`src/rtl/anim_blit_if.sv`:
```
// Job bus between the animation sequencer and the sprite blitter.
// The master raises blit_req with a stable job description; the slave answers with a one-cycle blit_done.
interface anim_blit_if #(
  parameter int ADDR_W = 16
);
  logic              blit_req;
  logic              blit_erase;
  logic [8:0]        blit_x;
  logic [7:0]        blit_y;
  logic [ADDR_W-1:0] blit_base;
  logic              blit_done;

  modport master (
    output blit_req,
    output blit_erase,
    output blit_x,
    output blit_y,
    output blit_base,
    input  blit_done
  );

  modport slave (
    input  blit_req,
    input  blit_erase,
    input  blit_x,
    input  blit_y,
    input  blit_base,
    output blit_done
  );
endinterface

```
`src/rtl/anim_sequencer.sv`:
```
// Paces a bouncing, frame-cycling sprite off a free-running tick and issues
// an erase-then-draw pair of blitter jobs for every animation step.
module anim_sequencer #(
  parameter int TICK_DIV    = 5_000_000,
  parameter int NUM_FRAMES  = 4,
  parameter int FRAME_WORDS = 9600,
  parameter int ADDR_W      = 16,
  parameter int X_MIN       = 0,
  parameter int X_MAX       = 240,
  parameter int X_STEP      = 4,
  parameter int Y_POS       = 70
) (
  input  logic              clk,
  input  logic              reset,
  input  logic              i_start,
  input  logic              i_stop,
  anim_blit_if.master       blit,
  output logic              o_busy,
  output logic [1:0]        o_frame_idx,
  output logic              o_overrun
);

  localparam int CNT_W = $clog2(TICK_DIV);

  typedef enum logic [2:0] {
    S_IDLE,
    S_WAIT,
    S_ERASE,
    S_DRAW,
    S_ADVANCE
  } state_t;

  state_t            r_state;
  logic              r_dir;
  logic [9:0]        r_x;
  logic [1:0]        r_frame;
  logic [CNT_W-1:0]  r_count;
  logic              r_pending;
  logic              r_overrun;
  logic              r_busy;
  logic              r_req;
  logic              r_erase;
  logic [8:0]        r_bx;
  logic [ADDR_W-1:0] r_base;

  logic              w_tick;
  logic [9:0]        w_x_inc;
  logic [9:0]        w_x_dec;
  logic [9:0]        w_x_next;
  logic              w_dir_next;
  logic [1:0]        w_frame_next;
  logic [ADDR_W-1:0] w_base;

  assign w_tick       = (r_state != S_IDLE) && (r_count == CNT_W'(TICK_DIV - 1));
  assign w_x_inc      = r_x + 10'(X_STEP);
  assign w_x_dec      = r_x - 10'(X_STEP);
  assign w_frame_next = (r_frame == 2'(NUM_FRAMES - 1)) ? 2'd0 : r_frame + 2'd1;
  assign w_base       = ADDR_W'(int'(r_frame) * FRAME_WORDS);

  // r_dir: 0 = moving right, 1 = moving left; the limit test uses 10 bits so it cannot wrap.
  always_comb begin
    w_x_next   = w_x_inc;
    w_dir_next = r_dir;
    if (!r_dir) begin
      if (w_x_inc > 10'(X_MAX)) begin
        w_dir_next = 1'b1;
        w_x_next   = w_x_dec;
      end
    end else if (r_x < 10'(X_MIN + X_STEP)) begin
      w_dir_next = 1'b0;
      w_x_next   = w_x_inc;
    end else begin
      w_x_next   = w_x_dec;
    end
  end

  always_ff @(posedge clk) begin
    if (reset) begin
      r_state   <= S_IDLE;
      r_dir     <= 1'b0;
      r_x       <= 10'(X_MIN);
      r_frame   <= 2'd0;
      r_count   <= '0;
      r_pending <= 1'b0;
      r_overrun <= 1'b0;
      r_busy    <= 1'b0;
      r_req     <= 1'b0;
      r_erase   <= 1'b0;
      r_bx      <= 9'(X_MIN);
      r_base    <= '0;
    end else begin
      // WAIT hands the pending tick to the step; a tick landing in that same cycle stays pending.
      if (r_state != S_IDLE) begin
        r_count <= w_tick ? '0 : r_count + 1'b1;
        if (r_state == S_WAIT) begin
          r_pending <= r_pending & w_tick;
        end else if (w_tick) begin
          r_pending <= 1'b1;
          if (r_pending) r_overrun <= 1'b1;
        end
      end

      unique case (r_state)
        S_IDLE: begin
          if (i_start) begin
            r_state   <= S_DRAW;
            r_busy    <= 1'b1;
            r_dir     <= 1'b0;
            r_x       <= 10'(X_MIN);
            r_frame   <= 2'd0;
            r_count   <= '0;
            r_pending <= 1'b0;
            r_req     <= 1'b1;
            r_erase   <= 1'b0;
            r_bx      <= 9'(X_MIN);
            r_base    <= '0;
          end
        end
        S_WAIT: begin
          if (r_pending || w_tick) begin
            r_state <= S_ERASE;
            r_req   <= 1'b1;
            r_erase <= 1'b1;
            r_bx    <= r_x[8:0];
          end
        end
        S_ERASE: begin
          if (blit.blit_done) begin
            r_req   <= 1'b0;
            r_x     <= w_x_next;
            r_dir   <= w_dir_next;
            r_frame <= w_frame_next;
            r_state <= S_DRAW;
          end
        end
        // Entered from ERASE with req low, which guarantees the idle cycle between jobs.
        S_DRAW: begin
          if (!r_req) begin
            r_req   <= 1'b1;
            r_erase <= 1'b0;
            r_bx    <= r_x[8:0];
            r_base  <= w_base;
          end else if (blit.blit_done) begin
            r_req   <= 1'b0;
            r_state <= S_ADVANCE;
          end
        end
        S_ADVANCE: begin
          if (i_stop) begin
            r_state <= S_IDLE;
            r_busy  <= 1'b0;
          end else begin
            r_state <= S_WAIT;
          end
        end
        default: begin
          r_state <= S_IDLE;
          r_busy  <= 1'b0;
          r_req   <= 1'b0;
        end
      endcase
    end
  end

  assign blit.blit_req   = r_req;
  assign blit.blit_erase = r_erase;
  assign blit.blit_x     = r_bx;
  assign blit.blit_y     = 8'(Y_POS);
  assign blit.blit_base  = r_base;
  assign o_busy          = r_busy;
  assign o_frame_idx     = r_frame;
  assign o_overrun       = r_overrun;

endmodule

```
`src/flat_wrapper.sv`:
```
// flat-port wrapper written by rule: the top's interface ports become plain ports
module anim_sequencer_flat 
#(
  parameter int TICK_DIV    = 5_000_000,
  parameter int NUM_FRAMES  = 4,
  parameter int FRAME_WORDS = 9600,
  parameter int ADDR_W      = 16,
  parameter int X_MIN       = 0,
  parameter int X_MAX       = 240,
  parameter int X_STEP      = 4,
  parameter int Y_POS       = 70
)
  (clk, reset, i_start, i_stop, o_busy, o_frame_idx, o_overrun, blit_blit_req, blit_blit_erase, blit_blit_x, blit_blit_y, blit_blit_base, blit_blit_done);
  anim_blit_if #(.ADDR_W(ADDR_W)) blit_i ();
  input  logic clk;
  input  logic reset;
  input  logic i_start;
  input  logic i_stop;
  output logic o_busy;
  output logic [1:0] o_frame_idx;
  output logic o_overrun;
  output wire logic [$bits(blit_i.blit_req)-1:0] blit_blit_req;
  output wire logic [$bits(blit_i.blit_erase)-1:0] blit_blit_erase;
  output wire logic [$bits(blit_i.blit_x)-1:0] blit_blit_x;
  output wire logic [$bits(blit_i.blit_y)-1:0] blit_blit_y;
  output wire logic [$bits(blit_i.blit_base)-1:0] blit_blit_base;
  input wire logic [$bits(blit_i.blit_done)-1:0] blit_blit_done;
  assign blit_blit_req = blit_i.blit_req;
  assign blit_blit_erase = blit_i.blit_erase;
  assign blit_blit_x = blit_i.blit_x;
  assign blit_blit_y = blit_i.blit_y;
  assign blit_blit_base = blit_i.blit_base;
  assign blit_i.blit_done = blit_blit_done;
  anim_sequencer #(.TICK_DIV(TICK_DIV), .NUM_FRAMES(NUM_FRAMES), .FRAME_WORDS(FRAME_WORDS), .ADDR_W(ADDR_W), .X_MIN(X_MIN), .X_MAX(X_MAX), .X_STEP(X_STEP), .Y_POS(Y_POS)) u_core (.clk(clk), .reset(reset), .i_start(i_start), .i_stop(i_stop), .blit(blit_i), .o_busy(o_busy), .o_frame_idx(o_frame_idx), .o_overrun(o_overrun));
endmodule
```
`config.mk`:
```
export PLATFORM = sky130hd
export DESIGN_NAME = anim_sequencer_flat
export DESIGN_NICKNAME = d
export VERILOG_FILES = /design/src/rtl/anim_blit_if.sv /design/src/rtl/anim_sequencer.sv /design/src/flat_wrapper.sv
export SDC_FILE = /design/constraint.sdc
export NUM_CORES = 1
export LEC_CHECK = 0
export ABC_CLOCK_PERIOD_IN_PS = 4390
export BUFFER_PORTS_ARGS = -buffer_cell sky130_fd_sc_hd__buf_4
export CAP_MARGIN = 10
export CORE_MARGIN = 3
export CORE_UTILIZATION = 60
export DETAILED_ROUTE_END_ITERATION = 6
export HOLD_SLACK_MARGIN = 0.12
export PLACE_DENSITY = 0.82
export SLEW_MARGIN = 20
export SYNTH_ARGS = -nofsm -noshare
export SYNTH_HDL_FRONTEND = slang
export SYNTH_SLANG_ARGS = --single-unit
```
`constraint.sdc`:
```
create_clock -name clk -period 4.39 [get_ports clk]
set_input_delay 0.6585 -clock clk [delete_from_list [all_inputs] [get_ports clk]]
set_output_delay 0.6585 -clock clk [all_outputs]
set_load 0.01 [all_outputs]
```
==> summary.md, run 1 <==
| Metric | Value |
|---|---|
| P_sw | `0.000292 W` |
| Sw Ratio | `28.3%` |
| Initial Utilization | `65.2%` |
| Leak Pwr | `1.19 nW` |
| Cell area after synthesis | `2980 µm²` |
| Number of synthesized flops with an enable pin | `0` |
| Sequential share of power | `52.7%` |
| Period utilization | `61.9%` |
| Number of port buffers | `27` |
| Post_cts resized | `0` |
| Fin nets | `395` |
| Status | `finished clean` |
| Row count | `24` |
| Min Tclk post-route | `2.72 ns` |
| Mapped Cells | `368` |
| Initial DRC Count | `211` |
| WHS | `0.457 ns` |
| Unrepaired setup endpoints after global routing | `false` |
| Initial antenna violation count | `0` |
| Combinational power share | `14.1%` |
| # setup viols final | `0` |
| GRT Residual Overflow | `0` |
| Leading area contributor after synthesis | `dfxtp_1` |
| Clk root buf | `clkbuf_8` |
| Placer Congestion | `1.07` |
| Async SR Flop Fraction | `0%` |
| CTS clk-pin slew, worst paths | `0.10 ns` |
| Pint | `0.000741 W` |
| Drt first pass iters | `5` |
| Setup bufs post-CTS | `0` |
| Yosys Warn Count | `0` |
| Fin. max-slew vios | `0` |
| Ys flop type | `dfxtp_1` |
| Area contributors post-synth | `dfxtp_1, nor2_1, a21oi_1` |
| Cell Area, Placed | `3050 µm²` |
| Layout cells sized above 1 | `10.7%` |
| Worst-Skew Late Latency | `0.32 ns` |
| Worst hold path class | `reg -> reg` |
| Maximum VDD drop | `0.000241 V` |
| Clk sink count | `56` |
| Largest net degree at the start of global routing | `35` |
| Syn-to-layout area delta | `6.18%` |
| Seq/Total Area, Yosys | `37.7%` |
| Max_slew headroom | `55.2%` |
| WP data required | `4.63 ns` |
| Hpwl dp | `4470 µm` |
| #FFs+latches synth | `56` |
| Via count | `2600` |
| Unique cell type count in the Yosys netlist | `51` |
| Final Hold Viols | `0` |
| CTS buffer count | `5` |
| Final Skew | `0.0150 ns` |
| Fmax | `368 MHz` |
| Die Width | `76.4 µm` |
| N_diodes | `0` |
| Worst slew pin tran | `0.670 ns` |
| Power Dens Cells | `327 nW/µm²` |
| Die Y | `76.4 µm` |
| Hold_buf cts | `0` |
| Crit Path Category | `reg -> reg` |
| CP arrival | `2.96 ns` |
| Longest Clk Path Bufs | `2` |
| Vias in the first global route | `2300` |
| I/O pins | `44` |
| Mean Syn Cell Area | `8.09 µm²` |
| Crit start category | `flip-flop` |
| Core Area | `4560 µm²` |
| Post-route cell area | `3160 µm²` |
| Max Cap Viol | `0` |
| Post-DR vias/cell | `5.79` |
| Die ar. | `5840 µm²` |
| Total track usage | `21.4%` |
| CP Capture Type | `flip-flop` |
| CTS tree | `yes` |
| Antenna Violating Nets Remaining | `0` |
| First-pass GRT wire length | `10500 µm` |
| DRC errors left | `0` |
| Power share of the clock group | `33.2%` |
| Routed len/inst | `13.9 µm` |
| Setup TNS Final | `0 ns` |
| Top cell type's share of synthesized area | `37.7%` |
| H-tree levels | `2` |
| Wirelength, routed | `6250 µm` |
| Worst Path Max Fanout | `20` |
state kept, by name (all words and copies together), names as in the netlist:
signal and cells:
u_core.blit.blit_erase 1, u_core.r_pending 1, u_core.o_frame_idx 2, u_core.blit.blit_base 6, u_core.blit.blit_x 8, u_core.r_dir 1, u_core.r_x 8, u_core.o_overrun 1
u_core.r_state 3, u_core.r_count 23, u_core.o_busy 1, u_core.blit.blit_req 1
layer usage:
metal,routed length [µm],global-route usage [%],vias up
li1,-,-,1277
met1,2860,27.5,1198
met2,2850,35.3,110
met3,419,3.90,15
met4,121,8.51,0
met5,0,0,-
cell usage after synthesis (2+ instances only):
cell,instances
inv_1,10
nor4b_1,4
nand4_1,10
buf_6,2
and3_1,4
conb_1,2
buf_2,2
a31oi_1,4
or3_1,3
and2_1,4
a21oi_1,30
buf_4,19
nand3_1,28
o21ai_0,13
clkbuf_8,5
nor2b_1,2
clkbuf_1,4
nor2_1,46
nor3_1,14
nand2_1,40
xnor2_1,7
nand2b_1,2
nand3b_1,3
dfxtp_1,56
and2b_2,2
ha_1,7
o31ai_1,2
nor3b_1,3
xor2_1,15
and4_1,2
or4_1,3
kinds of logic after synthesis:
family          share of synthesized area (%)
simple gates                             28.4
fa+ha+maj                                2.94
other cells                             0.252
compound gates                           13.8
mux                                     0.336
flops                                    37.7
xor+xnor                                 6.48
buf+inv                                  10.1
through the flow:
stage	cells	total power, W	util (%)	setup WS (ns)
floorplan	382	0.000679	-	2.24
global placement	441	0.000694	66.8	1.82
detailed placement	441	0.000698	66.8	1.76
CTS	449	0.00104	69.2	1.71
global route	449	0.00108	69.2	1.48
finish	449	0.00103	69.2	1.67
area by class of cell:
cell class	instances	area (µm²)
Clock buffer	6	72.6
Timing Repair Buffer	27	203
Inverter	10	37.5
Tap cell	65	81.3
Multi-Input combinational cell	283	1610
Fill cell	390	1410
Clock inverter	2	38.8
Sequential cell	56	1120
power by group through the flow:
stage | Combinational [W] | Sequential [W] | Clock (W)
floorplan | 0.000133 | 0.000545 | 0
global placement | 0.000139 | 0.000555 | 0
detailed placement | 0.000143 | 0.000556 | 0
CTS | 0.000144 | 0.000544 | 0.000350
global route | 0.000162 | 0.000548 | 0.000370
finish | 0.000146 | 0.000545 | 0.000343
critical path, cell delays in order (launching register included):
cell	delay (ns)
dfxtp_1	0.70
o311a_2	0.29
nand4_1	0.14
or4_1	0.72
a211oi_4	0.49
nand3_1	0.14
a21oi_1	0.16
worst paths after layout:
| kind | start | end | slack, ns | cells past startpoint |
|---|---|---|---|---|
| max | u_core.r_state[1] | u_core.blit.blit_x[5] | 1.67 | 6 |
| min | u_core.blit.blit_base[12] | u_core.blit.blit_base[12] | 0.46 | 2 |
| max reg2reg | u_core.r_state[1] | u_core.blit.blit_x[5] | 1.67 | 6 |
| min reg2reg | u_core.blit.blit_base[12] | u_core.blit.blit_base[12] | 0.46 | 2 |
cells in the final DEF, fill, tap and decap left out, types with 2 or more instances in the layout:
cell / n
and2b_2: 2
nor3b_1: 3
a31oi_1: 4
xor2_1: 15
o21ai_0: 13
conb_1: 16
o31ai_1: 2
clkbuf_8: 5
buf_4: 27
nand2_1: 40
inv_1: 10
dfxtp_1: 56
or4_1: 3
and2_1: 4
nand3b_1: 3
nor2b_1: 2
and4_1: 2
nor3_1: 14
or3_1: 3
nand4_1: 10
a21oi_1: 30
and3_1: 4
nand2b_1: 2
nand3_1: 28
xnor2_1: 7
nor4b_1: 4
nor2_1: 46
ha_1: 7
Power figures use the tool's default switching activity.
==> inputs of run 2 (changes only) <==
Settings changed: ABC_AREA set to 1, ABC_CLOCK_PERIOD_IN_PS 4390 to 2400, CORE_UTILIZATION 60 to 53, PLACE_DENSITY 0.82 to 0.76.
Clock period 4.39 ns to 2.4 ns, I/O delays scaled along.
==> run 2 against run 1 <==
Effect of this change:
- critical path depth grew 4
- global-route usage shrank 0.44 points
- combinational power grew to 5.0 times the previous value
- die area grew 29%
- sequential share of layout area shrank 5.2 points
- largest power group unchanged
==> summary.md, run 2 <==
| Metric | Value |
|---|---|
| Status | `finished clean` |
| Worst hold path class | `in -> reg` |
| Top cell type's share of synthesized area | `32.4% (-5.3 points)` |
| Worst setup path start | `u_core.r_state[0]` |
| Hpwl dp | `5850 µm (+31%)` |
| Cell area after synthesis | `3460 µm² (+16%)` |
| Longest Clk Path Bufs | `2 (unchanged)` |
| Initial DRC Count | `208 (-1.4%)` |
| Die ar. | `7540 µm² (+29%)` |
| Placer Congestion | `0.905 (-16%)` |
| Die Y | `86.9 µm (+14%)` |
| Total power | `0.00234 W (+130%)` |
| Largest net degree at the start of global routing | `29 (-17%)` |
| Crit start category | `flip-flop` |
| Clk root buf | `clkbuf_8` |
| Leading area contributor after synthesis | `dfxtp_1` |
| Mean Syn Cell Area | `6.54 µm² (-19%)` |
| Final Hold Viols | `0 (unchanged)` |
| Fin nets | `559 (+42%)` |
| P_sw | `0.000838 W (+190%)` |
| Crit Path Category | `reg -> reg` |
| Total track usage | `21.0% (-0.44 points)` |
| I/O pins | `44 (unchanged)` |
| Commonest non-fill, non-tap cells in the layout | `nand2_1, nor2_1, inv_1` |
| Via count | `3203 (+23%)` |
| Hold_buf cts | `0 (unchanged)` |
| Fmax | `512 MHz (+39%)` |
| Area of the multi-input gates | `1900 µm² (+18%)` |
| Area contributors post-synth | `dfxtp_1, nand2_1, nor2_1` |
| Worst Path Max Fanout | `17 (-15%)` |
| H-tree levels | `2 (unchanged)` |
| Sw Ratio | `35.8% (+7.5 points)` |
| CP Capture Type | `flip-flop` |
| Row count | `28 (+17%)` |
| Worst setup endpoint | `u_core.blit.blit_erase` |
| Drt first pass iters | `4 (-1)` |
| Worst r2r path cells | `10 (+4)` |
| Pint | `0.00150 W (+100%)` |
| Fillcell total | `592 (+52%)` |
| #FFs+latches synth | `56 (unchanged)` |
| CTS buffer count | `5 (unchanged)` |
| DRC errors left | `0 (unchanged)` |
| # setup viols final | `0 (unchanged)` |
| Combinational power share | `31.0% (+17 points)` |
| Reg2reg setup slack | `0.45 ns (-1.22 ns)` |
| Reg area | `1120 µm² (unchanged)` |
| Max Cap Viol | `0 (unchanged)` |
| Min Tclk post-route | `1.95 ns (-0.767 ns)` |
| Mapped Cells | `530 (+44%)` |
| Initial antenna violation count | `0 (unchanged)` |
| Syn-to-layout area delta | `7.01%` |
| Post-DR vias/cell | `5.14 (-11%)` |
| Worst R2R Start | `u_core.r_state[0]` |
| R2r endpoint | `u_core.blit.blit_erase` |
| N_diodes | `0 (unchanged)` |
| Period utilization | `81.3% (+19 points)` |
| Leak Pwr | `1.58 nW (+33%)` |
| Die Width | `86.9 µm (+14%)` |
| Largest register FFs | `23 (unchanged)` |
| Setup TNS Final | `0 ns (unchanged)` |
| Final Skew | `0.00562 ns (-0.00938 ns)` |
| Yosys Warn Count | `0 (unchanged)` |
| GRT Residual Overflow | `0 (unchanged)` |
| Initial Utilization | `56.5% (-8.7 points)` |
| Routed len/inst | `12.1 µm (-13%)` |
| Sequential share of power | `46.8% (-5.9 points)` |
| Post_cts resized | `0 (unchanged)` |
| Worst slew pin tran | `0.571 ns (-0.0985 ns)` |
| CTS clk-pin slew, worst paths | `0.10 ns (about the same)` |
| Core Area | `6130 µm² (+34%)` |
| Clk sink count | `56 (unchanged)` |
| Power share of the clock group | `22.1% (-11 points)` |
| Number of port buffers | `27 (unchanged)` |
| Maximum VDD drop | `0.000426 V (+77%)` |
| Fin. max-slew vios | `0 (unchanged)` |
| Async SR Flop Fraction | `0% (unchanged)` |
| Unrepaired setup endpoints after global routing | `false` |
| Biggest register | `u_core.r_count` |
| Power Dens Cells | `632 nW/µm² (+93%)` |
| Worst hold path depth | `4 (+2)` |
| Seq/Total Area, Yosys | `32.4% (-5.3 points)` |
| Layout cells sized above 1 | `10.9% (+0.27 points)` |
| CTS tree | `yes` |
| Vias in the first global route | `2998 (+30%)` |
| End-of-flow core utilization | `60.5% (-8.7 points)` |
| Wirelength, routed | `7530 µm (+20%)` |
| WP data required | `2.61 ns (-2.02 ns)` |
| Commonest non-fill, non-tap cell in the layout | `nand2_1` |
| Most frequent cell after synthesis | `nand2_1` |
| CP arrival | `2.16 ns (-0.80 ns)` |
| Worst-Skew Late Latency | `0.31 ns (about the same)` |
| Synth top cells by count | `nand2_1, nor2_1, inv_1, dfxtp_1, nand3_1` |
| First-pass GRT wire length | `13100 µm (+26%)` |
| Ys flop type | `dfxtp_1` |
| Antenna Violating Nets Remaining | `0 (unchanged)` |
| Max_slew headroom | `61.9% (+6.7 points)` |
| Number of synthesized flops with an enable pin | `0 (unchanged)` |
| Unique cell type count in the Yosys netlist | `37 (-27%)` |
| Setup bufs post-CTS | `0 (unchanged)` |
run 2: cell types whose count changed after synthesis, moves of 6 or more:
cell      change
a21oi_1       +6
xnor2_1       -6
nor2_1       +25
inv_1        +56
inv_2         +8
o21ai_1       +7
a311oi_1      +6
nand2_1      +77
nand3_1      +10
run 2: power by group through the flow:
stage / Sequential [W] / Clock (W) / Combinational, W
2_1_floorplan: 0.00114 / 0 / 0.000505
3_5_place_dp: 0.00112 / 0 / 0.000726
3_3_place_gp: 0.00112 / 0 / 0.000714
6_report: 0.00110 / 0.000519 / 0.000726
4_1_cts: 0.00110 / 0.000532 / 0.000730
5_1_grt: 0.00111 / 0.000571 / 0.000825
run 2: stage by stage:
step	area [µm²]	hold WS [ns]	setup slack [ns]	std cells
6_report	3710	0.334	0.448	623
5_1_grt	3710	0.337	0.250	623
4_1_cts	3710	0.334	0.457	623
3_5_place_dp	3620	0.461	0.435	615
3_3_place_gp	3620	0.460	0.538	615
2_1_floorplan	3520	0.460	0.793	544
run 2: cell families (layout without fill, tap and decap cells):
family | Yosys count | in the layout | synth area share (%)
AOI/OAI and AO/OA | 67 | 67 | 10.7
DFF | 56 | 56 | 32.4
buffers and inverters | 109 | 113 | 14.4
other | 2 | 16 | 0.217
xor gates and xnor gates | 12 | 12 | 3.03
adders and majority gates | 7 | 7 | 2.53
and+or+nand+nor | 277 | 277 | 36.8
run 2: worst max-delay path, stage by stage (launching register included):
cell and delay [ns]:
dfxtp_1 0.39, inv_1 0.05, nor2_1 0.15, inv_2 0.13
nor2_4 0.19, nand2_1 0.29, o21ai_0 0.19, nand3b_4 0.27
nand2_1 0.08, nand2_1 0.06, nor2_1 0.04
run 2: final cells by class:
cell class | count | area share, %
Clock inverter | 2 | 0.439
Clock buffer | 6 | 1.96
Sequential cell | 56 | 30.2
Multi-Input combinational cell | 379 | 51.2
Tap cell | 75 | 2.53
Timing Repair Buffer | 30 | 6.07
Inverter | 75 | 7.59
run 2: metal layers:
layer	vias to the layer above	track usage [%]	wire, µm
met4	0	6.52	138
met2	59	34.9	3560
li1	1693	-	-
met5	-	0	0
met1	1436	28.1	3610
met3	15	2.84	219
run 2: worst min-delay path by stage:
stage                 startpoint           endpoint
2_1_floorplan  u_core.r_count[1]  u_core.r_count[1]
3_3_place_gp       u_core.o_busy      u_core.o_busy
3_5_place_dp       u_core.o_busy      u_core.o_busy
4_1_cts                  i_start  u_core.r_count[1]
5_1_grt                  i_start  u_core.r_count[1]
6_report                 i_start  u_core.r_count[1]
